File: config.mk
export PLATFORM = sky130hd
export DESIGN_NAME = branch_target_predictor_flat
export DESIGN_NICKNAME = d
export VERILOG_FILES = /design/src/rtl/branch_target_predictor_if.sv /design/src/rtl/branch_target_predictor.sv /design/src/flat_wrapper.sv
export SDC_FILE = /design/constraint.sdc
export NUM_CORES = 2
export LEC_CHECK = 0
export CORE_MARGIN = 10
export CORE_UTILIZATION = 50
export DETAILED_ROUTE_END_ITERATION = 6
export PLACE_DENSITY = 0.63
export SYNTH_ARGS = -nofsm -noshare
export SYNTH_HDL_FRONTEND = slang
export SYNTH_SLANG_ARGS = --single-unit
File: constraint.sdc
create_clock -name Clk -period 7.5 [get_ports Clk]
set_clock_uncertainty 0.1 [all_clocks]
set_input_delay 1.5 -clock Clk [delete_from_list [all_inputs] [get_ports Clk]]
set_output_delay 1.5 -clock Clk [all_outputs]
set_load 0.03 [all_outputs]
File: src/rtl/branch_target_predictor_if.sv
// Fetch-lookup / EX-resolve bundle between the pipeline (master) and the branch target predictor (slave).
// Stat_* members exist only when BTP_STATS_EN is defined.
interface branch_target_predictor_if #(
    parameter int ADDR_W = 32
);
    logic [ADDR_W-1:0] IF_PC;
    logic              Pred_Taken;
    logic [ADDR_W-1:0] Pred_Target;
    logic              EX_Valid;
    logic [ADDR_W-1:0] EX_PC;
    logic [ADDR_W-1:0] EX_Target;
    logic              EX_Taken;
    logic              EX_PredTaken;
    logic [ADDR_W-1:0] EX_PredTarget;
    logic              Mispredict;
    logic [ADDR_W-1:0] Redirect_PC;
    logic              BTB_Clear;
`ifdef BTP_STATS_EN
    logic [31:0]       Stat_Branches;
    logic [31:0]       Stat_Mispredicts;
`endif

    modport master (
        output IF_PC, EX_Valid, EX_PC, EX_Target, EX_Taken, EX_PredTaken, EX_PredTarget, BTB_Clear,
        input  Pred_Taken, Pred_Target, Mispredict, Redirect_PC
`ifdef BTP_STATS_EN
        ,
        input  Stat_Branches, Stat_Mispredicts
`endif
    );

    modport slave (
        input  IF_PC, EX_Valid, EX_PC, EX_Target, EX_Taken, EX_PredTaken, EX_PredTarget, BTB_Clear,
        output Pred_Taken, Pred_Target, Mispredict, Redirect_PC
`ifdef BTP_STATS_EN
        ,
        output Stat_Branches, Stat_Mispredicts
`endif
    );
endinterface

File: src/rtl/branch_target_predictor.sv
// Direct-mapped branch target buffer with 2-bit saturating direction counters.
// Optional BTP_STATS_EN adds saturating branch / mispredict statistics counters.
module branch_target_predictor #(
    parameter int ENTRIES = 16,
    parameter int ADDR_W  = 32
) (
    input logic                       Clk,
    input logic                       Reset,
    branch_target_predictor_if.slave  bus
);
    localparam int IDX_W = $clog2(ENTRIES);
    localparam int TAG_W = ADDR_W - IDX_W - 2;

    logic [ENTRIES-1:0] valid_q;
    logic [TAG_W-1:0]   tag_q    [ENTRIES];
    logic [ADDR_W-1:0]  target_q [ENTRIES];
    logic [1:0]         ctr_q    [ENTRIES];

    logic [IDX_W-1:0]   if_idx;
    logic [TAG_W-1:0]   if_tag;
    logic               if_hit;
    logic               pred_taken;
    logic [IDX_W-1:0]   ex_idx;
    logic [TAG_W-1:0]   ex_tag;
    logic               ex_hit;
    logic [3:0]         unused_pc_bits;

    // Instructions are word aligned, so the byte offset never selects an entry.
    assign unused_pc_bits = {bus.IF_PC[1:0], bus.EX_PC[1:0]};

    assign if_idx = bus.IF_PC[IDX_W+1:2];
    assign if_tag = bus.IF_PC[ADDR_W-1:IDX_W+2];
    assign ex_idx = bus.EX_PC[IDX_W+1:2];
    assign ex_tag = bus.EX_PC[ADDR_W-1:IDX_W+2];

    // Lookup reads the registered table, so a same-cycle update is not visible until the next cycle.
    always_comb begin
        if_hit     = valid_q[if_idx] && (tag_q[if_idx] == if_tag);
        pred_taken = if_hit && ctr_q[if_idx][1];
        ex_hit     = valid_q[ex_idx] && (tag_q[ex_idx] == ex_tag);
    end

    assign bus.Pred_Taken  = pred_taken;
    assign bus.Pred_Target = pred_taken ? target_q[if_idx] : bus.IF_PC + ADDR_W'(4);

    assign bus.Mispredict  = bus.EX_Valid &&
                             ((bus.EX_Taken != bus.EX_PredTaken) ||
                              (bus.EX_Taken && (bus.EX_Target != bus.EX_PredTarget)));
    assign bus.Redirect_PC = bus.EX_Taken ? bus.EX_Target : bus.EX_PC + ADDR_W'(4);

    always_ff @(posedge Clk or negedge Reset) begin
        if (!Reset) begin
            valid_q <= '0;
            for (int i = 0; i < ENTRIES; i++) begin
                tag_q[i]    <= '0;
                target_q[i] <= '0;
                ctr_q[i]    <= 2'b01;
            end
        end else if (bus.BTB_Clear) begin
            valid_q <= '0;
        end else if (bus.EX_Valid) begin
            if (ex_hit) begin
                if (bus.EX_Taken) begin
                    if (ctr_q[ex_idx] != 2'b11) begin
                        ctr_q[ex_idx] <= ctr_q[ex_idx] + 2'd1;
                    end
                    target_q[ex_idx] <= bus.EX_Target;
                end else if (ctr_q[ex_idx] != 2'b00) begin
                    ctr_q[ex_idx] <= ctr_q[ex_idx] - 2'd1;
                end
            end else if (bus.EX_Taken) begin
                // Miss on a taken branch replaces whatever aliased into this slot, weakly taken.
                valid_q[ex_idx]  <= 1'b1;
                tag_q[ex_idx]    <= ex_tag;
                target_q[ex_idx] <= bus.EX_Target;
                ctr_q[ex_idx]    <= 2'b10;
            end
        end
    end

`ifdef BTP_STATS_EN
    logic [31:0] stat_branches_q;
    logic [31:0] stat_mispredicts_q;

    // Statistics survive BTB_Clear; only reset zeroes them.
    always_ff @(posedge Clk or negedge Reset) begin
        if (!Reset) begin
            stat_branches_q    <= '0;
            stat_mispredicts_q <= '0;
        end else begin
            if (bus.EX_Valid && (stat_branches_q != 32'hFFFF_FFFF)) begin
                stat_branches_q <= stat_branches_q + 32'd1;
            end
            if (bus.Mispredict && (stat_mispredicts_q != 32'hFFFF_FFFF)) begin
                stat_mispredicts_q <= stat_mispredicts_q + 32'd1;
            end
        end
    end

    assign bus.Stat_Branches    = stat_branches_q;
    assign bus.Stat_Mispredicts = stat_mispredicts_q;
`endif
endmodule

File: src/flat_wrapper.sv
// flat-port wrapper written by rule: the top's interface ports become plain ports
module branch_target_predictor_flat 
#(
    parameter int ENTRIES = 16,
    parameter int ADDR_W  = 32
)
  (Clk, Reset, bus_IF_PC, bus_EX_Valid, bus_EX_PC, bus_EX_Target, bus_EX_Taken, bus_EX_PredTaken, bus_EX_PredTarget, bus_BTB_Clear, bus_Pred_Taken, bus_Pred_Target, bus_Mispredict, bus_Redirect_PC);
  branch_target_predictor_if #(.ADDR_W(ADDR_W)) bus_i ();
  input logic Clk;
  input logic Reset;
  input wire logic [$bits(bus_i.IF_PC)-1:0] bus_IF_PC;
  input wire logic [$bits(bus_i.EX_Valid)-1:0] bus_EX_Valid;
  input wire logic [$bits(bus_i.EX_PC)-1:0] bus_EX_PC;
  input wire logic [$bits(bus_i.EX_Target)-1:0] bus_EX_Target;
  input wire logic [$bits(bus_i.EX_Taken)-1:0] bus_EX_Taken;
  input wire logic [$bits(bus_i.EX_PredTaken)-1:0] bus_EX_PredTaken;
  input wire logic [$bits(bus_i.EX_PredTarget)-1:0] bus_EX_PredTarget;
  input wire logic [$bits(bus_i.BTB_Clear)-1:0] bus_BTB_Clear;
  output wire logic [$bits(bus_i.Pred_Taken)-1:0] bus_Pred_Taken;
  output wire logic [$bits(bus_i.Pred_Target)-1:0] bus_Pred_Target;
  output wire logic [$bits(bus_i.Mispredict)-1:0] bus_Mispredict;
  output wire logic [$bits(bus_i.Redirect_PC)-1:0] bus_Redirect_PC;
  assign bus_i.IF_PC = bus_IF_PC;
  assign bus_i.EX_Valid = bus_EX_Valid;
  assign bus_i.EX_PC = bus_EX_PC;
  assign bus_i.EX_Target = bus_EX_Target;
  assign bus_i.EX_Taken = bus_EX_Taken;
  assign bus_i.EX_PredTaken = bus_EX_PredTaken;
  assign bus_i.EX_PredTarget = bus_EX_PredTarget;
  assign bus_i.BTB_Clear = bus_BTB_Clear;
  assign bus_Pred_Taken = bus_i.Pred_Taken;
  assign bus_Pred_Target = bus_i.Pred_Target;
  assign bus_Mispredict = bus_i.Mispredict;
  assign bus_Redirect_PC = bus_i.Redirect_PC;
  branch_target_predictor #(.ENTRIES(ENTRIES), .ADDR_W(ADDR_W)) u_core (.Clk(Clk), .Reset(Reset), .bus(bus_i));
endmodule
---- After elaboration in Yosys (flattened, before gate mapping) ----
Index checks and enable logic that the tools add are counted.
word-level totals
  register bits ........................... 976
  input bits .............................. 134
  output and inout bits ................... 66
  word-level logic and storage cells ...... 133
operators by class
  add/sub/neg operators ................... 4
  order comparisons ....................... 6
  eq/ne operators ......................... 7
  multiplexer cells ....................... 42
  bitwise logic cells ..................... 8
  reduce and logical (&&, ||, !) cells .... 17
operator list
  operator                                                   count
  bitwise mux 512 bit                                        1
  bitwise mux 416 bit                                        1
  two-way mux 32 bit                                         10
  binary-select mux 26 bit (select 4 bit)                    2
  two-way mux 26 bit                                         5
  binary-select mux 32 bit (select 4 bit)                    1
  demux 32 bit (select 4 bit)                                1
  demux 26 bit (select 4 bit)                                1
  adder 32 x 3 -> 32 bit (second input constant)             2
  bitwise mux 32 bit                                         2
  two-way mux 16 bit                                         4
  == test 26 bit                                             2
  inequality test 32 bit                                     1
  bitwise OR 16 bit                                          2
  AND 16 bit                                                 1
  binary-select mux 2 bit (select 4 bit)                     2
  NOT 16 bit                                                 1
  greater-or-equal comparator 5 bit (second input constant)  2
  < comparator 4 x 5 -> 1 bit (second input constant)        2
  two-way mux 2 bit                                          5
  NOT 4 -> 5 bit                                             2
  nonzero test 2 bit                                         5
  binary-select mux 1 bit (select 4 bit)                     2
  demux 2 bit (select 4 bit)                                 1
  15 further kinds                                           26

---- Longest topological paths before layout ----
  depth in word-level cells ............... 9
  depth in mapped cells ................... 18

---- Worst setup path after synthesis ----
Ideal clock, no wire load.
  kind .................................... input port to output port
  start ................................... input bus_IF_PC[2]
  end ..................................... output bus_Pred_Target[2]
  data arrival time ....................... 5.046 ns
  required time ........................... 5.900 ns
  slack ................................... 0.854 ns
  stages on the path ...................... 12
  cell sequence ........................... clkbuf_1 -> buf_2 -> buf_1 -> mux4_2 -> a211oi_1 -> a21oi_1 -> xor2_1 -> nor4_1 -> nand3_1 -> nor2_1 -> buf_2 -> mux2i_1
between the ends
  word-level cells in the longest chain between the ends .. 8
RTL lines
  item                                                   line                                                                                         source
  start: declaration                                     flat_wrapper.sv:11                                                                           input wire logic [$bits(bus_i.IF_PC)-1:0] bus_IF_PC;
  NOT 4 -> 5 bit (not written as such)                   branch_target_predictor.sv:38, branch_target_predictor.sv:39, branch_target_predictor.sv:44
  binary-select mux 26 bit (select 4 bit)                branch_target_predictor.sv:38                                                                if_hit = valid_q[if_idx] && (tag_q[if_idx] == if_tag);
  two-way mux 26 bit (not written as such) (2 in a row)  branch_target_predictor.sv:38
  == test 26 bit                                         branch_target_predictor.sv:38
  logical AND 1 bit                                      branch_target_predictor.sv:38
  logical AND 1 bit                                      branch_target_predictor.sv:39                                                                pred_taken = if_hit && ctr_q[if_idx][1];
  two-way mux 32 bit (*)                                 branch_target_predictor.sv:44                                                                assign bus.Pred_Target = pred_taken ? target_q[if_idx] : bus.IF_PC + ADDR_W'(4);
  end: declaration                                       flat_wrapper.sv:20                                                                           output wire logic [$bits(bus_i.Pred_Target)-1:0] bus_Pred_Target;
Mark *: on every way between the ends. The rest lies on a longest branch, timed or not. The select of a mux whose other input is x is not followed.

---- Worst setup path after layout ----
  start ................................... input bus_IF_PC[2]
  end ..................................... output bus_Pred_Target[11]
Same word-level chain as after synthesis.

==> results.ini <==
[timing]
period_share = 0.9446
timing.setup.tns_ns = 0
finalSetupViolCount = 0
rsz0062_at_grt = no
relSlewSlack = 0.2143
worst_pin_slew_ns = 1.179
period_needed_ns = 7.085
final_max_slew_viol_count = 0
fmax_mhz = 141.2
hold_viol = 0
worst_slack_ns = 0.4154

[logic_synthesis]
synth_top_area_frac = 0.4620
yosysWarnings = 0
synth_area_leaders = dfrtp_1 46%, mux2_2 18%, mux4_2 15%
synth_cells = 3504
synth.distinct_cells = 69
yosysMostFrequentCell = dfrtp_1
syn_avg_cell_area_um2 = 14.84
synth-seq-cells = 976
synth_ff_type = dfrtp_1
synth_nets = 3645
synth_edf_count = 0
async_flop_share = 1.000
synth_top_cell_by_area = dfrtp_1
synth-seq-area-share = 0.4701
synthTopCellsByCount = 960 x dfrtp_1, 853 x mux2_2, 347 x mux4_2
netlist_area_um2 = 52000

[clocking]
clock_path_buffers = 3
cts-root-buf = clkbuf_16
ctsHoldBuffers = 0
clk-insertion-delay-late_ns = 0.72
cts_made_buffers = 105
clk_pin_slew_ns = 0.06
cts_tree = yes
post-cts-setup-buffers = 0
clock-sinks = 976
cts_resized = 0
htreeDepth = 3

[route]
drc = 0
via_count = 32792
wl_per_cell_um = 33.03
drtIter0Drc = 2952
postRouteAntennaNets = 0
totalWireLength_um = 167200
viasPerCell = 6.479
dr.pass1.iters = 6

[global_route]
grt_overflow_total = 0
grt_use_total = 0.2836
grt_max_degree = 193
antenna_found_initial = 12
grt_first_pass_wirelength_um = 245800
grt_pass1_vias = 35124

[placed_design]
place.gp.congestion = 0.8964
port_buffers = 199
dp_hpwl_um = 107600
preCtsSetupSlack_ns = 0.5382

[die]
dieHeight_um = 342.5
die-area_um2 = 117300
die_x_um = 342.5
rows = 118
start_util = 0.5031
core_area_um2 = 103300
pin_count = 200

[cells_and_area]
finish.net_count = 3737
drive_above_1_share = 0.4806
synthToLayoutAreaGrowth_pct = 13.20

[critical_path]
end_kind = output port
cp.arrival_ns = 5.48
required_ns = 5.90
worstSetupPathType = in2out
cp_top_family = buffers and inverters
critPathLaunchType = input port
crit_slowest_cell = nor4_1
critPathMaxFanout = 56
path_cells = buf_8, buf_4, mux4_2, nor2b_1, a211oi_1, a21oi_1, xor2_1, nor4_1, nand4_1, nor2_4, buf_12, mux2_2, buf_4
cp_slowest_stage_delay_ns = 0.56
critPathMostFrequentCell = buf_4
cp_num_buf_inv = 4

[flow_run]
maxCapViolations = 0

[power]
peakVddDrop_uv = 237.8
leakage_nw = 26.23
power_density_nw_per_um2 = 240.8

[hold_path]
hold_path.class = reg2reg

[outcome]
status = complete, no violations

[per-stage QoR]
step	hold slack [ns]	power (W)	util	instance area (um^2)	cells
2_1_floorplan	0.3639	0.008023	-	52000	3504
3_3_place_gp	0.3814	0.008815	0.5355	55350	4869
3_5_place_dp	0.3889	0.008948	0.5355	55350	4869
4_1_cts	0.4028	0.01424	0.5695	58850	5059
5_1_grt	0.4063	0.01468	0.5695	58860	5060
6_report	0.3984	0.01417	0.5695	58860	5061
[state kept, by name, summed over array words and instances, names as in the netlist]
register	cells
u_core.valid_q	16
u_core.tag_q	416
u_core.target_q	512
u_core.ctr_q	32
[layer usage]
metal / GRT usage / wire, um / vias to the layer above
met5: 0 / 46 / -
met4: 0.1183 / 7775 / 6
met3: 0.05921 / 12760 / 370
met2: 0.4445 / 78080 / 1366
met1: 0.3824 / 68530 / 17718
li1: - / - / 13332
[cells in the final DEF, fill, tap and decap left out, drive strengths merged, types with 15 or more instances in the layout]
cell              n
clkbuf          165
clkdlybuf4s50   144
dfrtp           960
nor2b            28
nand4            20
xnor2            55
a211oi           22
nor3             15
mux2           1005
mux4            358
o21ai            41
and3             17
buf             197
clkinv           15
nor4             19
a21oi            33
dfstp            16
a21o             16
and2             19
nor2             40
nand3            48
mux2i           122
nand2            83
a22oi            33
inv              26
xor2             88
[report_power, final]
group	switching (W)	internal, W	leakage (nW)
sequential	0.000464	0.00595	12.9
combinational	0.00110	0.00136	11.6
clock	0.00222	0.00308	1.71
total	0.00378	0.0104	26.2
[worst register-to-register path, stage by stage, from the launching register on]
cell and delay [ns]:
dfrtp_1 0.40, mux4_2 0.48, and4_1 0.21, a2111oi_0 0.69, nand3_1 0.39, nor4b_1 0.26, nand4_1 0.20, or3_1 0.52
and2_4 0.87, mux2_2 0.44
[layout make-up]
type                       instances  area [um^2]
timing repair buffer             342         3418
inverter                          24        90.09
clock inverter                    26        375.4
antenna                            2        5.005
fill                            8120        44490
tap                             1380         1727
sequential                       976        24440
multi-input combinational       2147        25670
clock buffer                     164         3131
[path summary, 6_finish.rpt]
kind / from / end / slack [ns] / depth (start not counted)
max: bus_IF_PC[2] / bus_Pred_Target[11] / 0.42 / 13
min reg2reg: u_core.target_q[38] / u_core.target_q[38] / 0.40 / 1
min in group asynchronous: Reset / u_core.tag_q[146] / 0.73 / 1
max in group asynchronous: Reset / u_core.target_q[102] / 5.00 / 2
max reg2reg: u_core.tag_q[52] / u_core.tag_q[79] / 2.79 / 9
min: u_core.target_q[38] / u_core.target_q[38] / 0.40 / 1
[logic make-up after synthesis]
kind of cell               after synthesis  share of synthesized area
and+or+nand+nor                        314                    0.03152
adders and majority gates                7                   0.001684
xor gates and xnor gates               143                    0.02409
buffers and inverters                  381                    0.03821
muxes                                 1485                     0.4080
DFF                                    976                     0.4701
AOI/OAI and AO/OA                      198                    0.02642
Note: power is estimated with default switching activity, not from simulation.
